--- src/rtl/bridge_timers_pkg.sv ---
// Shared constants and decode helper for the CPU-to-peripheral timer bridge.
package bridge_timers_pkg;

    // Channel register offsets (addr[3:2])
    localparam logic [1:0] REG_CTRL    = 2'd0;
    localparam logic [1:0] REG_PRESET  = 2'd1;
    localparam logic [1:0] REG_COUNT   = 2'd2;

    // Interrupt unit register offsets
    localparam logic [1:0] REG_IPEND   = 2'd0;
    localparam logic [1:0] REG_IMASK   = 2'd1;

    // MODE encodings: only auto-reload is special, 00 and 1x are one-shot
    localparam logic [1:0] MODE_RELOAD = 2'b01;

    // Slot addr[7:4] that selects the interrupt unit
    localparam logic [3:0] INTC_SLOT   = 4'hF;

    // Lowest HWInt bit driven by channel 0
    localparam int         HWINT_BASE  = 2;

    typedef struct packed {
        logic       hit;
        logic [3:0] ch;
        logic [1:0] roff;
    } dec_t;

    // Split the decoded part of the byte address into window hit, slot and register
    function automatic dec_t decode(input logic [15:2] a, input logic [7:0] base_hi);
        dec_t d;
        d.hit  = (a[15:8] == base_hi);
        d.ch   = a[7:4];
        d.roff = a[3:2];
        return d;
    endfunction

endpackage

--- src/rtl/bridge_timers_timer_ch.sv ---
// One down-counting timer channel: CTRL/PRESET/COUNT registers and a 1-cycle event pulse.
module timer_ch
    import bridge_timers_pkg::*;
(
    input  logic        clk,
    input  logic        reset,
    input  logic [1:0]  roff,
    input  logic        we_sel,
    input  logic [31:0] dataI,
    output logic [31:0] rdata,
    output logic        evt
);

    logic        en;
    logic [1:0]  mode;
    logic [31:0] preset;
    logic [31:0] count;
    logic        wr_preset;
    logic        wr_ctrl;

    assign wr_preset = we_sel && (roff == REG_PRESET);
    assign wr_ctrl   = we_sel && (roff == REG_CTRL);

    // A CPU write to PRESET or CTRL pre-empts counting, so it also suppresses the event
    assign evt = en && (count == 32'd1) && !wr_preset && !wr_ctrl;

    // Register writes take priority over counting; COUNT==0 holds so PRESET=0 is inert
    always_ff @(posedge clk) begin
        if (reset) begin
            en     <= 1'b0;
            mode   <= 2'b00;
            preset <= '0;
            count  <= '0;
        end else if (wr_preset) begin
            preset <= dataI;
            count  <= dataI;
        end else if (wr_ctrl) begin
            en     <= dataI[0];
            mode   <= dataI[2:1];
        end else if (en) begin
            if (count > 32'd1) begin
                count <= count - 32'd1;
            end else if (count == 32'd1) begin
                if (mode == MODE_RELOAD) begin
                    count <= preset;
                end else begin
                    count <= '0;
                    en    <= 1'b0;
                end
            end
        end
    end

    // Register read mux; offset 3 is reserved
    always_comb begin
        rdata = '0;
        case (roff)
            REG_CTRL:   rdata = {29'd0, mode, en};
            REG_PRESET: rdata = preset;
            REG_COUNT:  rdata = count;
            default:    rdata = '0;
        endcase
    end

endmodule

--- src/rtl/bridge_timers.sv ---
// Bridge top: I/O window decode, per-channel timers, read mux and the interrupt unit.
module bridge_timers
    import bridge_timers_pkg::*;
#(
    parameter int         NUM_TIMERS = 2,
    parameter logic [7:0] BASE_HI    = 8'h7f
) (
    input  logic        clk,
    input  logic        reset,
    input  logic [31:0] addr,
    input  logic [31:0] dataI,
    input  logic        we,
    output logic [31:0] dataO,
    output logic [7:2]  HWInt
);

    dec_t                             dec;
    logic [NUM_TIMERS-1:0][31:0]      ch_rdata;
    logic [NUM_TIMERS-1:0]            ch_we;
    logic [NUM_TIMERS-1:0]            evt;
    logic [NUM_TIMERS-1:0]            ipend;
    logic [NUM_TIMERS-1:0]            imask;
    logic                             intc_we;
    logic                             unused_addr;

    assign dec         = decode(addr[15:2], BASE_HI);
    assign intc_we     = we && dec.hit && (dec.ch == INTC_SLOT);
    assign unused_addr = ^{addr[31:16], addr[1:0]};

    genvar i;
    generate
        for (i = 0; i < NUM_TIMERS; i++) begin : g_ch
            assign ch_we[i] = we && dec.hit && (dec.ch == 4'(i));
            timer_ch u_ch (
                .clk    (clk),
                .reset  (reset),
                .roff   (dec.roff),
                .we_sel (ch_we[i]),
                .dataI  (dataI),
                .rdata  (ch_rdata[i]),
                .evt    (evt[i])
            );
        end
    endgenerate

    // Sticky pending bits: events OR in after the W1C, so a same-cycle event wins
    always_ff @(posedge clk) begin
        if (reset) begin
            ipend <= '0;
            imask <= '1;
        end else begin
            if (intc_we && (dec.roff == REG_IPEND))
                ipend <= (ipend & ~dataI[NUM_TIMERS-1:0]) | evt;
            else
                ipend <= ipend | evt;
            if (intc_we && (dec.roff == REG_IMASK))
                imask <= dataI[NUM_TIMERS-1:0];
        end
    end

    // Read mux: unmapped slots and misses read zero
    always_comb begin
        dataO = '0;
        if (dec.hit) begin
            if (dec.ch == INTC_SLOT) begin
                if (dec.roff == REG_IPEND)
                    dataO[NUM_TIMERS-1:0] = ipend;
                else if (dec.roff == REG_IMASK)
                    dataO[NUM_TIMERS-1:0] = imask;
            end else begin
                for (int k = 0; k < NUM_TIMERS; k++)
                    if (dec.ch == 4'(k))
                        dataO = ch_rdata[k];
            end
        end
    end

    // Mask gates only the output lines; upper lines beyond NUM_TIMERS stay 0
    always_comb begin
        HWInt = '0;
        HWInt[HWINT_BASE +: NUM_TIMERS] = ipend & imask;
    end

endmodule

--- config.mk ---
export PLATFORM = sky130hd
export DESIGN_NAME = bridge_timers
export DESIGN_NICKNAME = d
export VERILOG_FILES = /design/src/rtl/bridge_timers_pkg.sv /design/src/rtl/bridge_timers_timer_ch.sv /design/src/rtl/bridge_timers.sv
export SDC_FILE = /design/constraint.sdc
export NUM_CORES = 1
export LEC_CHECK = 0
export ABC_AREA = 1
export CAP_MARGIN = 5
export CORE_MARGIN = 2
export CORE_UTILIZATION = 38
export DETAILED_ROUTE_END_ITERATION = 10
export REMOVE_ABC_BUFFERS = 1
export SKIP_CTS_REPAIR_TIMING = 1
export SYNTH_ARGS = -nofsm -noshare
export SYNTH_HDL_FRONTEND = slang
export SYNTH_SLANG_ARGS = --single-unit
--- constraint.sdc ---
create_clock -name clk -period 3.6 [get_ports clk]
set_clock_uncertainty 0.05 [all_clocks]
set_input_delay 0.36 -clock clk [delete_from_list [all_inputs] [get_ports clk]]
set_output_delay 0.36 -clock clk [all_outputs]
set_load 0.02 [all_outputs]
==> flow_metrics.py, run 1 <==
metrics = {
    "cells_and_area": {
        "area_growth_pct": 15.5,
        "fillerInstances": 2961,
        "fin_nets": 1930,
        "diodes": 0,
        "drive_gt1_share_pct": 7.21,
        "instances_no_fill": 2213,
        "final_util_pct": 44.9,
        "multi_input_area_um2": 6540,
        "regArea_um2": 2760,
        "fin_area_um2": 12100,
    },
    "power_and_ir_drop": {
        "p_total_mw": 3.62,
        "p_leak_nw": 5.78,
        "peakVddDrop_uv": 322,
        "p_per_area_nw_per_um2": 298,
    },
    "cts": {
        "clkSlewWorstSetupHoldPaths_ns": 0.06,
        "clock-sinks": 138,
        "worstSkewPairLatency_ns": 0.44,
        "cts_tree": "built",
        "cts_buffers": 17,
        "cts_buffer_depth": 2,
        "htree_levels": 4,
        "root_buffer": "clkbuf_16",
    },
    "floorplan": {
        "core-area_um2": 27000,
        "dieArea_um2": 29000,
        "start_util_pct": 38.8,
        "io_pins": 105,
        "rows": 60,
        "die_h_um": 170,
        "die_width_um": 170,
    },
    "global_route": {
        "grt_pass1_wl_um": 60900,
        "grtUsageTotal_pct": 27.1,
        "antenna_found_initial": 0,
        "grt_max_degree": 61,
        "grt_pass1_vias": 10912,
        "grt_overflow": 0,
    },
    "logic_synthesis": {
        "ys_ff_latch": 138,
        "synth_largest_area_cell": "dfxtp_1",
        "ys_types": 47,
        "synth_area_per_cell_um2": 5.77,
        "yosysSeqAreaShare_pct": 26.3,
        "synthArstFlopShare_pct": 0,
        "syn_inst": 1818,
        "synth_top_area_share_pct": 26.3,
        "synth_commonest_cells": "nand2_1, nor2_1, inv_1",
        "ys.warnings.count": 0,
        "synth_flop_cell": "dfxtp_1",
        "yosysMostFrequentCell": "nand2_1",
        "syn_area_um2": 10500,
        "synth_area_leaders": "dfxtp_1, nand2_1, nor2_1, inv_1, nand3_1",
        "synth-edff-count": 0,
    },
    "timing": {
        "finalSetupViolations": 0,
        "max_freq_mhz": 305,
        "fin_crit_ns": 3.28,
        "hold_viol_final": 0,
        "fin_crit_sh_pct": 91.2,
        "grt_setup_unrepaired": "no",
        "slew_headroom_pct": 47.4,
        "slew_viol_final": 0,
        "tns_ns": 0,
        "worstMarginPinSlew_ns": 0.787,
    },
    "route": {
        "viasPerCell": 5.27,
        "wl_per_cell_um": 17.6,
        "vias": 11662,
        "drc": 0,
        "drt_iter0_markers": 1106,
        "drtPass1Iterations": 5,
        "ant_nets": 0,
        "wl_um": 38900,
    },
    "setup_path": {
        "cp_data_arrival_time_ns": 2.87,
        "path_common_cell": "clkdlybuf4s50_1",
        "path_depth": 8,
        "crit_chain": "clkdlybuf4s50_1, nand4_1, inv_1, nor3_1, nand2_1, buf_4, nor2_1, clkdlybuf4s50_1",
        "required_ns": 3.19,
        "slowest_delay_ns": 0.63,
        "critPathMaxFanout": 18,
        "rrSetupSlack_ns": 0.97,
        "worstRegToRegCells": 11,
        "crit_type": "primary input to output pin",
        "worst_setup_path_end_kind": "output pin",
        "critPathTopFamily": "buffers and inverters",
        "start_kind": "primary input",
        "path_buf_inv": 4,
        "cpMaxStageDelayCell": "clkdlybuf4s50_1",
    },
    "worst_hold_path": {
        "hold_path_depth": 2,
        "holdCritPathClass": "register to register",
    },
    "place": {
        "hpwlAfterDp_um": 28500,
        "placed_area_um2": 11500,
        "place_congestion": 0.940,
        "place.port_buffers": 82,
        "dp.cells": 2181,
    },
    "run": {
        "cap_violations": 0,
    },
    "run_status": {
        "status": "finished, final reports clean",
    },
}
-- layout make-up --
type / instances / share of cell area, %
clock buffer: 19 / 3.57
inverter: 202 / 6.25
clock inverter: 13 / 1.40
timing repair buffer: 104 / 8.54
sequential: 138 / 22.8
multi-input combinational: 1396 / 53.9
tap: 341 / 3.52
-- metrics by stage --
step	hold WS (ns)	setup WS [ns]
CTS	0.416	0.364
floorplan	0.379	0.640
detailed placement	0.406	0.373
global route	0.434	0.256
finish	0.414	0.318
global placement	0.402	0.415
-- worst reg2reg max path: cells and delay by family (launching register included) --
kind | cells | cell delay [ns]
adders and majority gates | 1 | 0.33
buffers and inverters | 1 | 0.11
DFF | 1 | 0.35
and+or+nand+nor | 9 | 1.68
-- kinds of logic after synthesis --
group / count (synthesis) / synth area share, %
compound gates: 276 / 15.8
xor+xnor: 28 / 2.34
other cells: 1 / 0.0357
buf+inv: 287 / 11.5
fa+ha+maj: 4 / 0.477
simple gates: 1084 / 43.4
flops: 138 / 26.3
-- per-layer routing --
layer,wire length (um),up-vias,global-route usage [%],share of wire [%]
met5,0,-,0,0
met4,1160,0,9.66,3.0
met3,2120,68,3.14,5.4
met2,18300,371,45.2,47
met1,17300,5393,36.2,45
li1,-,5830,-,-
-- flip-flops by register name, indices dropped and copies added (netlist names) --
signal,count
g_ch.u_ch.count,64
ipend,2
g_ch.u_ch.preset,64
imask,2
g_ch.u_ch.mode,4
g_ch.u_ch.en,2
-- final timing paths --
| kind | from | to |
|---|---|---|
| setup / recovery | addr[4] | dataO[20] |
| hold / removal | g_ch[1].u_ch.preset[5]$_SDFFE_PP0P_ | g_ch[1].u_ch.preset[5]$_SDFFE_PP0P_ |
| setup reg to reg | g_ch[1].u_ch.count[0]$_SDFFE_PP0P_ | g_ch[1].u_ch.count[29]$_SDFFE_PP0P_ |
| hold reg to reg | g_ch[1].u_ch.preset[5]$_SDFFE_PP0P_ | g_ch[1].u_ch.preset[5]$_SDFFE_PP0P_ |
-- power by group --
group	total [mW]	switching (mW)	internal (mW)	leakage (nW)
Combinational	0.220	0.142	0.0776	4.38
Clock	1.87	0.773	1.10	0.284
Sequential	1.53	0.0000377	1.53	1.11
-- cell usage in the layout, fill, tap and decap left out, types with 4 or more instances in the layout --
master and n:
nand2_1 516, a21oi_2 11, o21ai_0 41, clkbuf_16 17
clkdlybuf4s50_1 82, nor2_4 8, inv_1 189, nor2_1 376
nor2_2 14, o22ai_1 59, buf_4 18, dfxtp_1 138
clkinv_4 4, nand2_4 10, inv_2 10, o21a_1 30
nand4_1 19, nand3_1 104, nor3_1 7, o21ai_1 6
conb_1 4, o211ai_1 13, a21oi_1 102, xor2_1 28
nand2_2 18, buf_12 4, ha_1 4
No activity file was read; power rests on OpenSTA's default activity.
==> inputs of run 2 (changes only) <==
--- a/config.mk
+++ b/config.mk
@@ -10,6 +10,8 @@
 export CORE_MARGIN = 2
 export CORE_UTILIZATION = 38
 export DETAILED_ROUTE_END_ITERATION = 10
+export GPL_ROUTABILITY_DRIVEN = 0
+export PLACE_DENSITY = 0.64
 export REMOVE_ABC_BUFFERS = 1
 export SKIP_CTS_REPAIR_TIMING = 1
 export SYNTH_ARGS = -nofsm -noshare
==> flow_metrics.py, run 2 (synthesis results as in run 1) <==
metrics = {
    "power_and_ir_drop": {
        "p_per_area_nw_per_um2": 309,
        "peakVddDrop_uv": 311,
        "p_leak_nw": 5.82,
    },
    "timing": {
        "hold_viol_final": 0,
        "fin_crit_sh_pct": 91.5,
        "slew_headroom_pct": 46.6,
        "fin_crit_ns": 3.29,
        "worstMarginPinSlew_ns": 0.798,
        "tns_ns": 0,
        "max_freq_mhz": 304,
        "finalSetupViolations": 0,
        "slew_viol_final": 0,
        "grt_setup_unrepaired": "no",
    },
    "floorplan": {
        "dieArea_um2": 29000,
        "die_width_um": 170,
        "core-area_um2": 27000,
        "start_util_pct": 38.8,
        "die_h_um": 170,
        "io_pins": 105,
        "rows": 60,
    },
    "route": {
        "wl_per_cell_um": 17.1,
        "drc": 0,
        "vias": 11723,
        "viasPerCell": 5.29,
        "drtPass1Iterations": 6,
        "wl_um": 37800,
        "drt_iter0_markers": 1164,
        "ant_nets": 0,
    },
    "place": {
        "hpwlAfterDp_um": 27600,
        "place.port_buffers": 82,
        "placed_area_um2": 11500,
    },
    "cts": {
        "cts_buffers": 17,
        "htree_levels": 4,
        "root_buffer": "clkbuf_16",
        "worstSkewPairLatency_ns": 0.43,
        "cts_tree": "built",
        "clkSlewWorstSetupHoldPaths_ns": 0.06,
        "cts_buffer_depth": 2,
        "clock-sinks": 138,
    },
    "cells_and_area": {
        "diodes": 0,
        "fin_area_um2": 12200,
        "fin_nets": 1931,
        "multi_input_area_um2": 6540,
        "regArea_um2": 2760,
        "fillerInstances": 2880,
        "largest_registers": "g_ch.u_ch.count (64), g_ch.u_ch.preset (64), g_ch.u_ch.mode (4)",
        "drive_gt1_share_pct": 7.37,
        "final_cell_mix": "nand2_1, nor2_1, inv_1",
        "area_growth_pct": 16.1,
        "final_common_cell": "nand2_1",
    },
    "global_route": {
        "grtUsageTotal_pct": 26.2,
        "grt_overflow": 0,
        "grt_pass1_wl_um": 59300,
        "grt_pass1_vias": 10942,
        "antenna_found_initial": 0,
        "grt_max_degree": 101,
    },
    "setup_path": {
        "crit_type": "primary input to output pin",
        "start_kind": "primary input",
        "crit_chain": "clkdlybuf4s50_1, inv_2, nor2_1, inv_2, buf_12, o22ai_1, o22ai_1, nor2_1, clkdlybuf4s50_1",
        "cp_data_arrival_time_ns": 2.88,
        "worst_setup_path_end_kind": "output pin",
        "critPathMaxFanout": 49,
        "required_ns": 3.19,
        "slowest_delay_ns": 0.61,
        "cpMaxStageDelayCell": "clkdlybuf4s50_1",
    },
    "worst_hold_path": {
        "holdCritPathClass": "register to register",
    },
    "run": {
        "cap_violations": 0,
    },
    "run_status": {
        "status": "finished, final reports clean",
    },
}
-- run 2: changes by cell type in the layout (fill, tap and decap cells not counted), sizes merged --
cell	delta
clkbuf	-1
bufinv	+2
clkinvlp	-1
buf	+1
-- run 2: stage by stage --
stage / power [mW] / hold slack, ns / std cells / util, % / worst slack, ns
6_report: 3.77 / 0.414 / 2214 / 45.1 / 0.306
5_1_grt: 3.86 / 0.427 / 2214 / 45.1 / 0.191
4_1_cts: 3.77 / 0.416 / 2214 / 45.1 / 0.386
3_5_place_dp: 1.78 / 0.407 / 2182 / 42.7 / 0.385
3_3_place_gp: 1.78 / 0.402 / 2182 / 42.7 / 0.429
2_1_floorplan: 1.64 / 0.379 / 1736 / - / 0.640
-- run 2: worst paths after layout --
kind	slack [ns]	start	endpoint	depth (start not counted)
max	0.31	addr[3]	dataO[14]	9
min	0.41	g_ch[0].u_ch.preset[2]$_SDFFE_PP0P_	g_ch[0].u_ch.preset[2]$_SDFFE_PP0P_	2
max reg2reg	0.99	g_ch[1].u_ch.count[0]$_SDFFE_PP0P_	g_ch[1].u_ch.count[6]$_SDFFE_PP0P_	11
min reg2reg	0.41	g_ch[0].u_ch.preset[2]$_SDFFE_PP0P_	g_ch[0].u_ch.preset[2]$_SDFFE_PP0P_	2
-- run 2: layout make-up --
type                       count  area share, %
multi-input combinational   1396           53.6
sequential                   138           22.7
clock buffer                  18           3.60
tap                          341           3.50
timing repair buffer         105           8.56
clock inverter                14           1.80
inverter                     202           6.22
-- run 2: layer usage --
layer / GRT usage (%) / wire (um) / share of wire [%] / vias up
li1: - / - / - / 5828
met4: 9.25 / 1120 / 3.0 / 0
met2: 43.9 / 17700 / 47 / 454
met3: 4.35 / 2740 / 7.3 / 63
met1: 34.0 / 16200 / 43 / 5378
met5: 0 / 0 / 0 / -
-- run 2: worst max-delay path, delay by kind of cell --
family	cells	cell delay [ns]
simple gates	2	0.32
buf+inv	5	1.62
compound gates	2	0.55
-- run 2: report_power, final --
| part | internal (mW) | total (mW) | switching (mW) |
|---|---|---|---|
| logic | 0.0798 | 0.221 | 0.141 |
| clock network | 1.25 | 2.02 | 0.764 |
| registers | 1.53 | 1.53 | 0.0000385 |
| total | 2.86 | 3.77 | 0.905 |
